**src/rtl/ifu_redirect_ctrl_pkg.sv**
```systemverilog
// Shared encodings for the IFU redirect controller: IFU control codes, MIPS
// opcode/funct values, FSM states and the branch-offset helper.
package ifu_redirect_ctrl_pkg;

  localparam logic [1:0] IFU_NORMAL = 2'b00;
  localparam logic [1:0] IFU_BRANCH = 2'b01;
  localparam logic [1:0] IFU_JUMP   = 2'b10;
  localparam logic [1:0] IFU_JREG   = 2'b11;

  localparam logic [5:0] OP_SPECIAL = 6'b000000;
  localparam logic [5:0] OP_J       = 6'b000010;
  localparam logic [5:0] OP_JAL     = 6'b000011;
  localparam logic [5:0] OP_BEQ     = 6'b000100;
  localparam logic [5:0] OP_BNE     = 6'b000101;
  localparam logic [5:0] OP_BLEZ    = 6'b000110;
  localparam logic [5:0] OP_BGTZ    = 6'b000111;

  localparam logic [5:0] FN_JR      = 6'b001000;
  localparam logic [5:0] FN_JALR    = 6'b001001;

  localparam logic [4:0] LINK_REG_RA = 5'd31;

  typedef enum logic [0:0] {
    ST_RUN  = 1'b0,
    ST_SLOT = 1'b1
  } state_e;

  function automatic logic [31:0] branch_offset(input logic [15:0] imm);
    return {{14{imm[15]}}, imm, 2'b00};
  endfunction

endpackage

```
**src/rtl/ifu_cti_decode.sv**
```systemverilog
// Combinational decode of a fetched instruction into control-transfer info:
// whether it is a CTI, whether it is taken, its absolute target and its link write.
module ifu_cti_decode
  import ifu_redirect_ctrl_pkg::*;
(
  input  logic [31:0] instr_i,
  input  logic [31:0] pc_plus4_i,
  input  logic [31:0] rs_data_i,
  input  logic [31:0] rt_data_i,
  output logic        is_cti_o,
  output logic        taken_o,
  output logic [31:0] target_o,
  output logic        link_we_o,
  output logic [4:0]  link_addr_o
);

  logic [5:0]  opcode_s;
  logic [5:0]  funct_s;
  logic [4:0]  rd_s;
  logic [31:0] br_target_s;
  logic [31:0] j_target_s;
  logic        rs_zero_s;

  assign opcode_s    = instr_i[31:26];
  assign funct_s     = instr_i[5:0];
  assign rd_s        = instr_i[15:11];
  assign br_target_s = pc_plus4_i + branch_offset(instr_i[15:0]);
  assign j_target_s  = {pc_plus4_i[31:28], instr_i[25:0], 2'b00};
  assign rs_zero_s   = (rs_data_i == 32'd0);

  // Opcode/funct decode; branch conditions use rs sign bit for signed compares against zero
  always_comb begin
    is_cti_o    = 1'b0;
    taken_o     = 1'b0;
    target_o    = 32'd0;
    link_we_o   = 1'b0;
    link_addr_o = 5'd0;
    case (opcode_s)
      OP_BEQ:  begin is_cti_o = 1'b1; taken_o = (rs_data_i == rt_data_i); target_o = br_target_s; end
      OP_BNE:  begin is_cti_o = 1'b1; taken_o = (rs_data_i != rt_data_i); target_o = br_target_s; end
      OP_BLEZ: begin is_cti_o = 1'b1; taken_o = rs_data_i[31] | rs_zero_s; target_o = br_target_s; end
      OP_BGTZ: begin is_cti_o = 1'b1; taken_o = ~rs_data_i[31] & ~rs_zero_s; target_o = br_target_s; end
      OP_J:    begin is_cti_o = 1'b1; taken_o = 1'b1; target_o = j_target_s; end
      OP_JAL: begin
        is_cti_o    = 1'b1;
        taken_o     = 1'b1;
        target_o    = j_target_s;
        link_we_o   = 1'b1;
        link_addr_o = LINK_REG_RA;
      end
      OP_SPECIAL: begin
        if (funct_s == FN_JR) begin
          is_cti_o = 1'b1;
          taken_o  = 1'b1;
          target_o = rs_data_i;
        end else if (funct_s == FN_JALR) begin
          is_cti_o    = 1'b1;
          taken_o     = 1'b1;
          target_o    = rs_data_i;
          link_addr_o = rd_s;
          link_we_o   = (rd_s != 5'd0);
        end else begin
          is_cti_o = 1'b0;
        end
      end
      default: is_cti_o = 1'b0;
    endcase
  end

endmodule

```
**src/rtl/ifu_redirect_ctrl.sv**
```systemverilog
// Delay-slot redirect controller: latches the CTI decision, then holds an
// absolute-register redirect to the IFU for the delay-slot cycle.
module ifu_redirect_ctrl
  import ifu_redirect_ctrl_pkg::*;
(
  input  logic        clk,
  input  logic        reset,
  input  logic [31:0] Instr,
  input  logic [31:0] IFU_PC_plus_4,
  input  logic [31:0] rs_data,
  input  logic [31:0] rt_data,
  input  logic        stall,
  output logic [1:0]  IFU_Control,
  output logic [31:0] IFU_RegAddr,
  output logic        in_dslot,
  output logic        link_we,
  output logic [4:0]  link_addr,
  output logic [31:0] link_data,
  output logic        dslot_err
);

  state_e      state_q, state_d;
  logic        pend_taken_q, pend_taken_d;
  logic [31:0] pend_target_q, pend_target_d;
  logic        link_we_q, link_we_d;
  logic [4:0]  link_addr_q, link_addr_d;
  logic [31:0] link_data_q, link_data_d;
  logic        dslot_err_q, dslot_err_d;

  logic        dec_is_cti_s, dec_taken_s, dec_link_we_s;
  logic [31:0] dec_target_s;
  logic [4:0]  dec_link_addr_s;
  logic        capture_s, slot_cti_s;

  ifu_cti_decode u_decode (
    .instr_i     (Instr),
    .pc_plus4_i  (IFU_PC_plus_4),
    .rs_data_i   (rs_data),
    .rt_data_i   (rt_data),
    .is_cti_o    (dec_is_cti_s),
    .taken_o     (dec_taken_s),
    .target_o    (dec_target_s),
    .link_we_o   (dec_link_we_s),
    .link_addr_o (dec_link_addr_s)
  );

  // State register
  always_ff @(posedge clk or negedge reset) begin
    if (!reset) begin
      state_q <= ST_RUN;
    end else begin
      state_q <= state_d;
    end
  end

  // Next-state logic; a CTI seen in the slot is flagged, never decoded
  always_comb begin
    state_d    = state_q;
    capture_s  = 1'b0;
    slot_cti_s = 1'b0;
    case (state_q)
      ST_RUN: begin
        if (!stall && dec_is_cti_s) begin
          state_d   = ST_SLOT;
          capture_s = 1'b1;
        end else begin
          state_d = ST_RUN;
        end
      end
      ST_SLOT: begin
        if (!stall) begin
          state_d    = ST_RUN;
          slot_cti_s = dec_is_cti_s;
        end else begin
          state_d = ST_SLOT;
        end
      end
      default: state_d = ST_RUN;
    endcase
  end

  // Moore outputs
  always_comb begin
    if (state_q == ST_SLOT && pend_taken_q) begin
      IFU_Control = IFU_JREG;
    end else begin
      IFU_Control = IFU_NORMAL;
    end
    in_dslot = (state_q == ST_SLOT);
  end

  // Pending decision and link capture; the two strobes self-clear even under stall
  always_comb begin
    pend_taken_d  = pend_taken_q;
    pend_target_d = pend_target_q;
    link_addr_d   = link_addr_q;
    link_data_d   = link_data_q;
    link_we_d     = 1'b0;
    dslot_err_d   = slot_cti_s;
    if (capture_s) begin
      pend_taken_d  = dec_taken_s;
      pend_target_d = dec_target_s;
      link_we_d     = dec_link_we_s;
      link_addr_d   = dec_link_addr_s;
      link_data_d   = IFU_PC_plus_4 + 32'd4;
    end else begin
      link_we_d = 1'b0;
    end
  end

  // Datapath registers
  always_ff @(posedge clk or negedge reset) begin
    if (!reset) begin
      pend_taken_q  <= 1'b0;
      pend_target_q <= 32'd0;
      link_we_q     <= 1'b0;
      link_addr_q   <= 5'd0;
      link_data_q   <= 32'd0;
      dslot_err_q   <= 1'b0;
    end else begin
      pend_taken_q  <= pend_taken_d;
      pend_target_q <= pend_target_d;
      link_we_q     <= link_we_d;
      link_addr_q   <= link_addr_d;
      link_data_q   <= link_data_d;
      dslot_err_q   <= dslot_err_d;
    end
  end

  assign IFU_RegAddr = pend_target_q;
  assign link_we     = link_we_q;
  assign link_addr   = link_addr_q;
  assign link_data   = link_data_q;
  assign dslot_err   = dslot_err_q;

endmodule
```
**config.mk**
```make
export PLATFORM = sky130hd
export DESIGN_NAME = ifu_redirect_ctrl
export DESIGN_NICKNAME = d
export VERILOG_FILES = /design/src/rtl/ifu_redirect_ctrl_pkg.sv /design/src/rtl/ifu_cti_decode.sv /design/src/rtl/ifu_redirect_ctrl.sv
export SDC_FILE = /design/constraint.sdc
export NUM_CORES = 1
export LEC_CHECK = 0
export ABC_AREA = 1
export CORE_MARGIN = 2
export CORE_UTILIZATION = 25
export DETAILED_ROUTE_END_ITERATION = 6
export PLACE_DENSITY = 0.57
export REMOVE_ABC_BUFFERS = 1
export SLEW_MARGIN = 20
export SYNTH_ARGS = -nofsm -noshare
export SYNTH_HDL_FRONTEND = slang
export SYNTH_SLANG_ARGS = --single-unit
```
**constraint.sdc**
```tcl
create_clock -name clk -period 1.3 [get_ports clk]
set_clock_uncertainty 0.05 [all_clocks]
set_input_delay 0.195 -clock clk [delete_from_list [all_inputs] [get_ports clk]]
set_output_delay 0.195 -clock clk [all_outputs]
set_load 0.005 [all_outputs]
```
==> Word-level counts from Yosys, hierarchy flattened <==
Index checks and enable logic that the tools add are counted.
{ "totals": {"mem_bits_ro": 0, "ram_bits": 0, "output_inout_bits": 74, "wordCells": 54, "latchBits": 0, "input_bits": 131, "regBits": 73, "n_memories": 0} }
{ "op_classes": {"reduce_logical": 9, "n_lt_le_gt_ge": 0, "n_mul": 0, "muxes": 21, "n_eq_ne": 10, "n_div": 0, "shift": 0, "add_sub_neg": 2, "bitwise": 5} }
{ "ops": {"columns": ["op", "count"], "rows": [
  ["$pmux W32 S3", 1],
  ["$mux W32", 2],
  ["$add A32 B3 Y32 const B", 1],
  ["$add A32 B32 Y32", 1],
  ["$eq A32 B32 Y1", 1],
  ["$logic_not A32 Y1", 1],
  ["$ne A32 B32 Y1", 1],
  ["$eq A6 B3 Y1 const B", 4],
  ["$eq A6 B2 Y1 const B", 2],
  ["$eq A6 B4 Y1 const B", 2],
  ["$mux W1", 10],
  ["$mux W5", 2],
  ["$pmux W5 S2", 1],
  ["$logic_not A6 Y1", 1],
  ["$pmux W1 S2", 3],
  ["$pmux W1 S6", 1],
  ["$reduce_or A6 Y1", 1],
  ["$reduce_bool A5 Y1", 1],
  ["$reduce_or A4 Y1", 1],
  ["$not A1 Y1", 3],
  ["$logic_and A1 B1 Y1", 2],
  ["$mux W2", 1],
  ["$reduce_or A2 Y1", 1],
  ["$and A1 B1 Y1", 1],
  ["other kinds (2)", 2]
]} }

==> Longest topological paths before layout <==
{ "depth": {"ltp_word": 8, "ltp_mapped": 15} }

==> By module <==
A second synthesis with hierarchy kept.
{ "hier_totals": {"cells_unflattened": 1213, "hier_area_um2": 7010.5} }
{ "modules_own_cells": {"columns": ["module", "cells_per_inst", "seq_area_each_um2", "n_inst", "area_each_um2"], "rows": [
  ["ifu_cti_decode", 738, 0.0, 1, 3524.6],
  ["ifu_redirect_ctrl", 475, 1826.8, 1, 3485.8]
]} }

==> Worst setup path after synthesis <==
No wires, ideal clock.
{ "synth_path": {"path_type": "in2reg", "startpoint": "input port Instr[0]", "endpoint": "register pend_target_q[30], in the netlist IFU_RegAddr[30]", "t_arrival_ns": 1.622, "setup_ns": 0.117, "setup_slack_ns": -0.488, "path_stages": 15, "required_time_ns": 1.133, "cell_sequence": "ha_1 inv_1 fa_1 inv_1 nand3_1 nand3_1 nand3_1 nand3_1 nand2_1 nand2_1 nand2_1 nand3_1 nand2_1 nand2_1 nand2_1"} }
{ "synth_via": {"elab_chain_len": 7} }
{ "synth_rtl": {"columns": ["element", "line", "source"], "rows": [
  ["start, declared", "ifu_redirect_ctrl.sv:8", "input logic [31:0] Instr,"],
  ["branches (longest 7 deep; another with $add A32 B32 Y32)", null, null],
  ["end signal, assigned", "ifu_redirect_ctrl.sv:122", "pend_target_q <= pend_target_d;"],
  ["end, declared", "ifu_redirect_ctrl.sv:24", "logic [31:0] pend_target_q, pend_target_d;"]
]} }
Several ways; the timed one is not identified.
A chain may end at the register's enable or synchronous reset.

==> Worst setup path in the final report <==
{ "layout_path": {"startpoint": "input port IFU_PC_plus_4[2]", "endpoint": "register pend_target_q[14], in the netlist IFU_RegAddr[14]"} }
{ "layout_via": {"elab_chain_len": 2} }
{ "layout_rtl": {"columns": ["element", "line", "source"], "rows": [
  ["start, declared", "ifu_redirect_ctrl.sv:9", "input logic [31:0] IFU_PC_plus_4,"],
  ["$add A32 B32 Y32", "ifu_cti_decode.sv:27", "assign br_target_s = pc_plus4_i + branch_offset(instr_i[15:0]);"],
  ["$pmux W32 S3", "ifu_cti_decode.sv:38", "case (opcode_s)"]
]} }
Every way passes these cells.

==> impl_metrics.csv <==
group,metric,value,unit
worst_setup_path,path_depth,14,
clock_network,htreeDepth,3,
placement,dp_hpwl,24850,um
die,die_y,171.5,um
global_routing,grt_pass1_wl,52560,um
clock_network,cts_made_buffers,9,
worst_setup_path,cp_max_fo,4,
worst_setup_path,r2r_slack,-0.19,ns
clock_network,clk_path_buf_depth,2,
clock_network,clk_pin_slew,0.07,ns
timing,fin_crit_sh,121.5,%
power_and_ir_drop,power.internal,0.007118,W
worst_setup_path,crit_chain,"buf_8 > ha_4 > inv_2 > fa_2 > inv_2 > nand3_2 > nand3_4 > nand3_2 > nand3_4 > a21oi_1 > o21ai_1 > nand3_1 > nand2_1 > nand2_1",
timing,slew_viol_final,0,
worst_setup_path,critPathTopFamily,"simple AND/OR/NAND/NOR gates",
placement,gp_congestion,0.9220,
power_and_ir_drop,seqPwrFrac,25.8,%
cells_and_area,drive_above_1_share,50.21,%
logic_synthesis,synth_cell_type_count,49,
drt,drcViolationCount,0,
timing,worst_slew_pin_slew,0.3883,ns
logic_synthesis,synth_area_leaders,"dfrtp_1, nand2_1, inv_1",
power_and_ir_drop,p_leak,7.433,nW
timing,fin_crit,1.580,ns
worst_setup_path,arrival,1.78,ns
logic_synthesis,yosys.area.top_type_share,26.05,%
power_and_ir_drop,switching_share,35.07,%
die,die-width,171.5,um
power_and_ir_drop,clkPwrFrac,28.4,%
logic_synthesis,postSynth.asyncResetShare,100.0,%
die,rows,61,
placement,placedCellCount,1898,
die,die_area,29410,um^2
worst_setup_path,worstPathRequired,1.50,ns
global_routing,grt_max_degree,30,
power_and_ir_drop,p_switching,0.003845,W
timing,final_hold_viol_count,0,
timing,tns,-14.34,ns
worst_setup_path,r2r_cells,8,
timing,rsz0062_at_grt,"true",
die,core_area,27710,um^2
logic_synthesis,syn_area,7013,um^2
timing,relSlewSlack,73.88,%
logic_synthesis,yosys_warnings,0,
worst_setup_path,r2r_end,"IFU_RegAddr[15]$_DFFE_PN0P_",
logic_synthesis,synthMostInstantiatedCell,"nand2_1",
global_routing,grt_pass1_vias,9517,
logic_synthesis,synth-seq-area-share,26.05,%
clock_network,numClockSinks,73,
logic_synthesis,ys_ff_latch,73,
timing,fmax,633.1,MHz
cells_and_area,regArea,1827,um^2
placement,post-place-ws,-1.317,ns
drt,drtIter0Drc,607,
global_routing,overflow,0,
worst_setup_path,r2r-start,"in_dslot$_DFF_PN0_",
drt,wire_per_inst,17.63,um
worst_setup_path,crit_slowest_cell,"fa_2",
logic_synthesis,syn_area_per_cell,6.136,um^2
worst_setup_path,critPathLaunchType,"primary input",
drt,drtAntennaViolNets,0,
die,start_util,25.31,%
worst_setup_path,crit_type,"primary input to flip-flop",
clock_network,clock-root-buffer,"clkbuf_16",
cells_and_area,multi_input_area,6531,um^2
cells_and_area,fill_cells,2557,
cells_and_area,area_delta_synth_final,110.2,%
placement,port-buffer-count,204,
logic_synthesis,synthCells,1143,
worst_setup_path,crit_start,"IFU_PC_plus_4[2]",
drt,num_vias,9484,
die,io_pins,205,
cells_and_area,fin_nets,1810,
timing,fin_ws,-0.2796,ns
global_routing,grtUsageTotal,23.81,%
worst_setup_path,cp.buffers_inverters,3,
drt,drtPass1Iterations,5,
drt,via_per_inst,4.663,
run_status,status,"complete, but fails checks",
cells_and_area,fin_cells,2034,
clock_network,clkLatencyLatePin,0.35,ns
clock_network,cts_tree,"done",
worst_setup_path,critical_path.endpoint,"IFU_RegAddr[14]$_DFFE_PN0P_",
global_routing,antenna_found_initial,3,
logic_synthesis,synth-edff-count,0,
timing,hold_slack,0.1382,ns
logic_synthesis,yosysTopAreaCell,"dfrtp_1",
power_and_ir_drop,peakVddDrop,647.4,uV
worst_setup_path,endpoint_kind,"flip-flop",
worst_setup_path,slowest_delay,0.37,ns
timing,setup_viol,71,
power_and_ir_drop,combPwrFrac,45.7,%
logic_synthesis,synth_flop_cell,"dfrtp_1",
hold_path,hold_class,"primary input to flip-flop",
power_and_ir_drop,powerDensity,743.6,nW/um^2
drt,wl,35850,um
run_status,failed_checks,"negative setup slack",
logic_synthesis,synthTopCellsByCount,"nand2_1, inv_1, nor2_1, dfrtp_1, nand3_1",
flow_run,cap_violations,0,
[registers in the layout, indices dropped and copies added, names as in the netlist]
name / count
in_dslot: 1
link_we: 1
dslot_err: 1
IFU_RegAddr: 32
link_addr: 5
link_data: 32
pend_taken_q: 1
[layout by cell type (no fill, tap or decap), types with 5 or more instances in the layout]
cell | synthesis | final
buf_2 | 7 | 17
nand2_4 | 0 | 57
nand3_2 | 4 | 24
xor2_1 | 17 | 16
xnor2_1 | 27 | 25
inv_2 | 5 | 37
o21ai_2 | 1 | 23
nor3_1 | 11 | 6
buf_12 | 0 | 20
or2_4 | 0 | 6
buf_16 | 0 | 12
a21oi_1 | 30 | 8
nor2_2 | 6 | 23
clkdlybuf4s50_1 | 0 | 22
nand2_1 | 463 | 273
nand3_1 | 68 | 36
nand3_4 | 1 | 13
a21oi_4 | 0 | 11
clkdlybuf4s15_1 | 0 | 16
nand4_1 | 21 | 21
nand2_2 | 5 | 135
buf_8 | 0 | 5
ha_4 | 0 | 30
nor2_1 | 80 | 35
nor2_4 | 6 | 34
dlygate4sd2_1 | 0 | 114
o21ai_1 | 14 | 18
clkbuf_16 | 0 | 11
buf_6 | 5 | 62
inv_1 | 164 | 125
a21oi_2 | 1 | 12
o21ai_0 | 36 | 9
dfrtp_1 | 73 | 73
buf_4 | 4 | 241
inv_4 | 0 | 7
[how the worst min path moves through the flow]
stage	from	endpoint	cells after the start	slack [ns]
detailed placement	reset	IFU_RegAddr[10]$_DFFE_PN0P_	1	0.07
finish	Instr[6]	IFU_RegAddr[8]$_DFFE_PN0P_	5	0.14
global placement	reset	IFU_RegAddr[9]$_DFFE_PN0P_	1	0.06
floorplan	reset	IFU_RegAddr[0]$_DFFE_PN0P_	0	-0.15
global route	Instr[6]	IFU_RegAddr[8]$_DFFE_PN0P_	5	0.16
CTS	IFU_PC_plus_4[2]	link_data[2]$_DFFE_PN0P_	3	0.08
[layer usage]
layer / GRT usage, % / up-vias / part of all wire (%)
met5: 0 / - / 0
met4: 11.72 / 0 / 4.1
met3: 3.359 / 72 / 4.9
met2: 40.39 / 296 / 49
met1: 29.53 / 4495 / 42
li1: - / 4621 / -
[cells by family (layout without fill, tap and decap cells)]
logic type               count (synthesis)  in the layout  share of synthesized area [%]
flip-flops                              73             73                          26.05
adder cells (fa/ha/maj)                 31             31                          5.638
AND/OR/NAND/NOR                        691            691                          42.55
other                                    0              3                              0
AO/OA/AOI/OAI                          110            110                          8.975
buffers and inverters                  194            704                          11.29
XOR/XNOR                                44             44                          5.495
[tightest hold or removal path, cell delays in order]
cell	delay [ns]
buf_6	0.09
nand2_1	0.07
o221ai_2	0.06
nand2_2	0.05
nand2_1	0.06
[area by class of cell]
class,count,area share (%)
multi-input combinational,876,44.30
timing repair buffer,518,33.14
sequential,73,12.39
inverter,170,4.532
tap,378,3.208
clock buffer,10,1.621
clock inverter,6,0.7637
antenna,3,0.05092
[timing repair]
item / 4_1_cts / 5_1_grt
buffers inserted: 87 / 24
setup endpoints to repair: 147 / 82
hold endpoints to repair: 41 / 0
resized for setup: 855 / 202
pin swaps: 242 / 132
hold buffers: 1 / 0
gates cloned: 15 / 2
[through the flow]
step / utilization (%) / instance area [um^2] / total power (W)
2_1_floorplan: - / 6860 / 0.004087
3_3_place_gp: 39.48 / 10940 / 0.006260
3_5_place_dp: 39.48 / 10940 / 0.006288
4_1_cts: 50.45 / 13980 / 0.01035
5_1_grt: 53.22 / 14740 / 0.01152
6_report: 53.22 / 14740 / 0.01096
[power groups by stage]
| stage | clock network, W | logic [W] | registers [W] |
|---|---|---|---|
| after global placement | 0 | 0.00343 | 0.00283 |
| after global routing | 0.00327 | 0.00538 | 0.00287 |
| after floorplan | 0 | 0.00126 | 0.00283 |
| after detailed placement | 0 | 0.00346 | 0.00283 |
| final | 0.00312 | 0.00502 | 0.00283 |
| after CTS | 0.00316 | 0.00440 | 0.00279 |
Note: power is estimated with default switching activity, not from simulation.
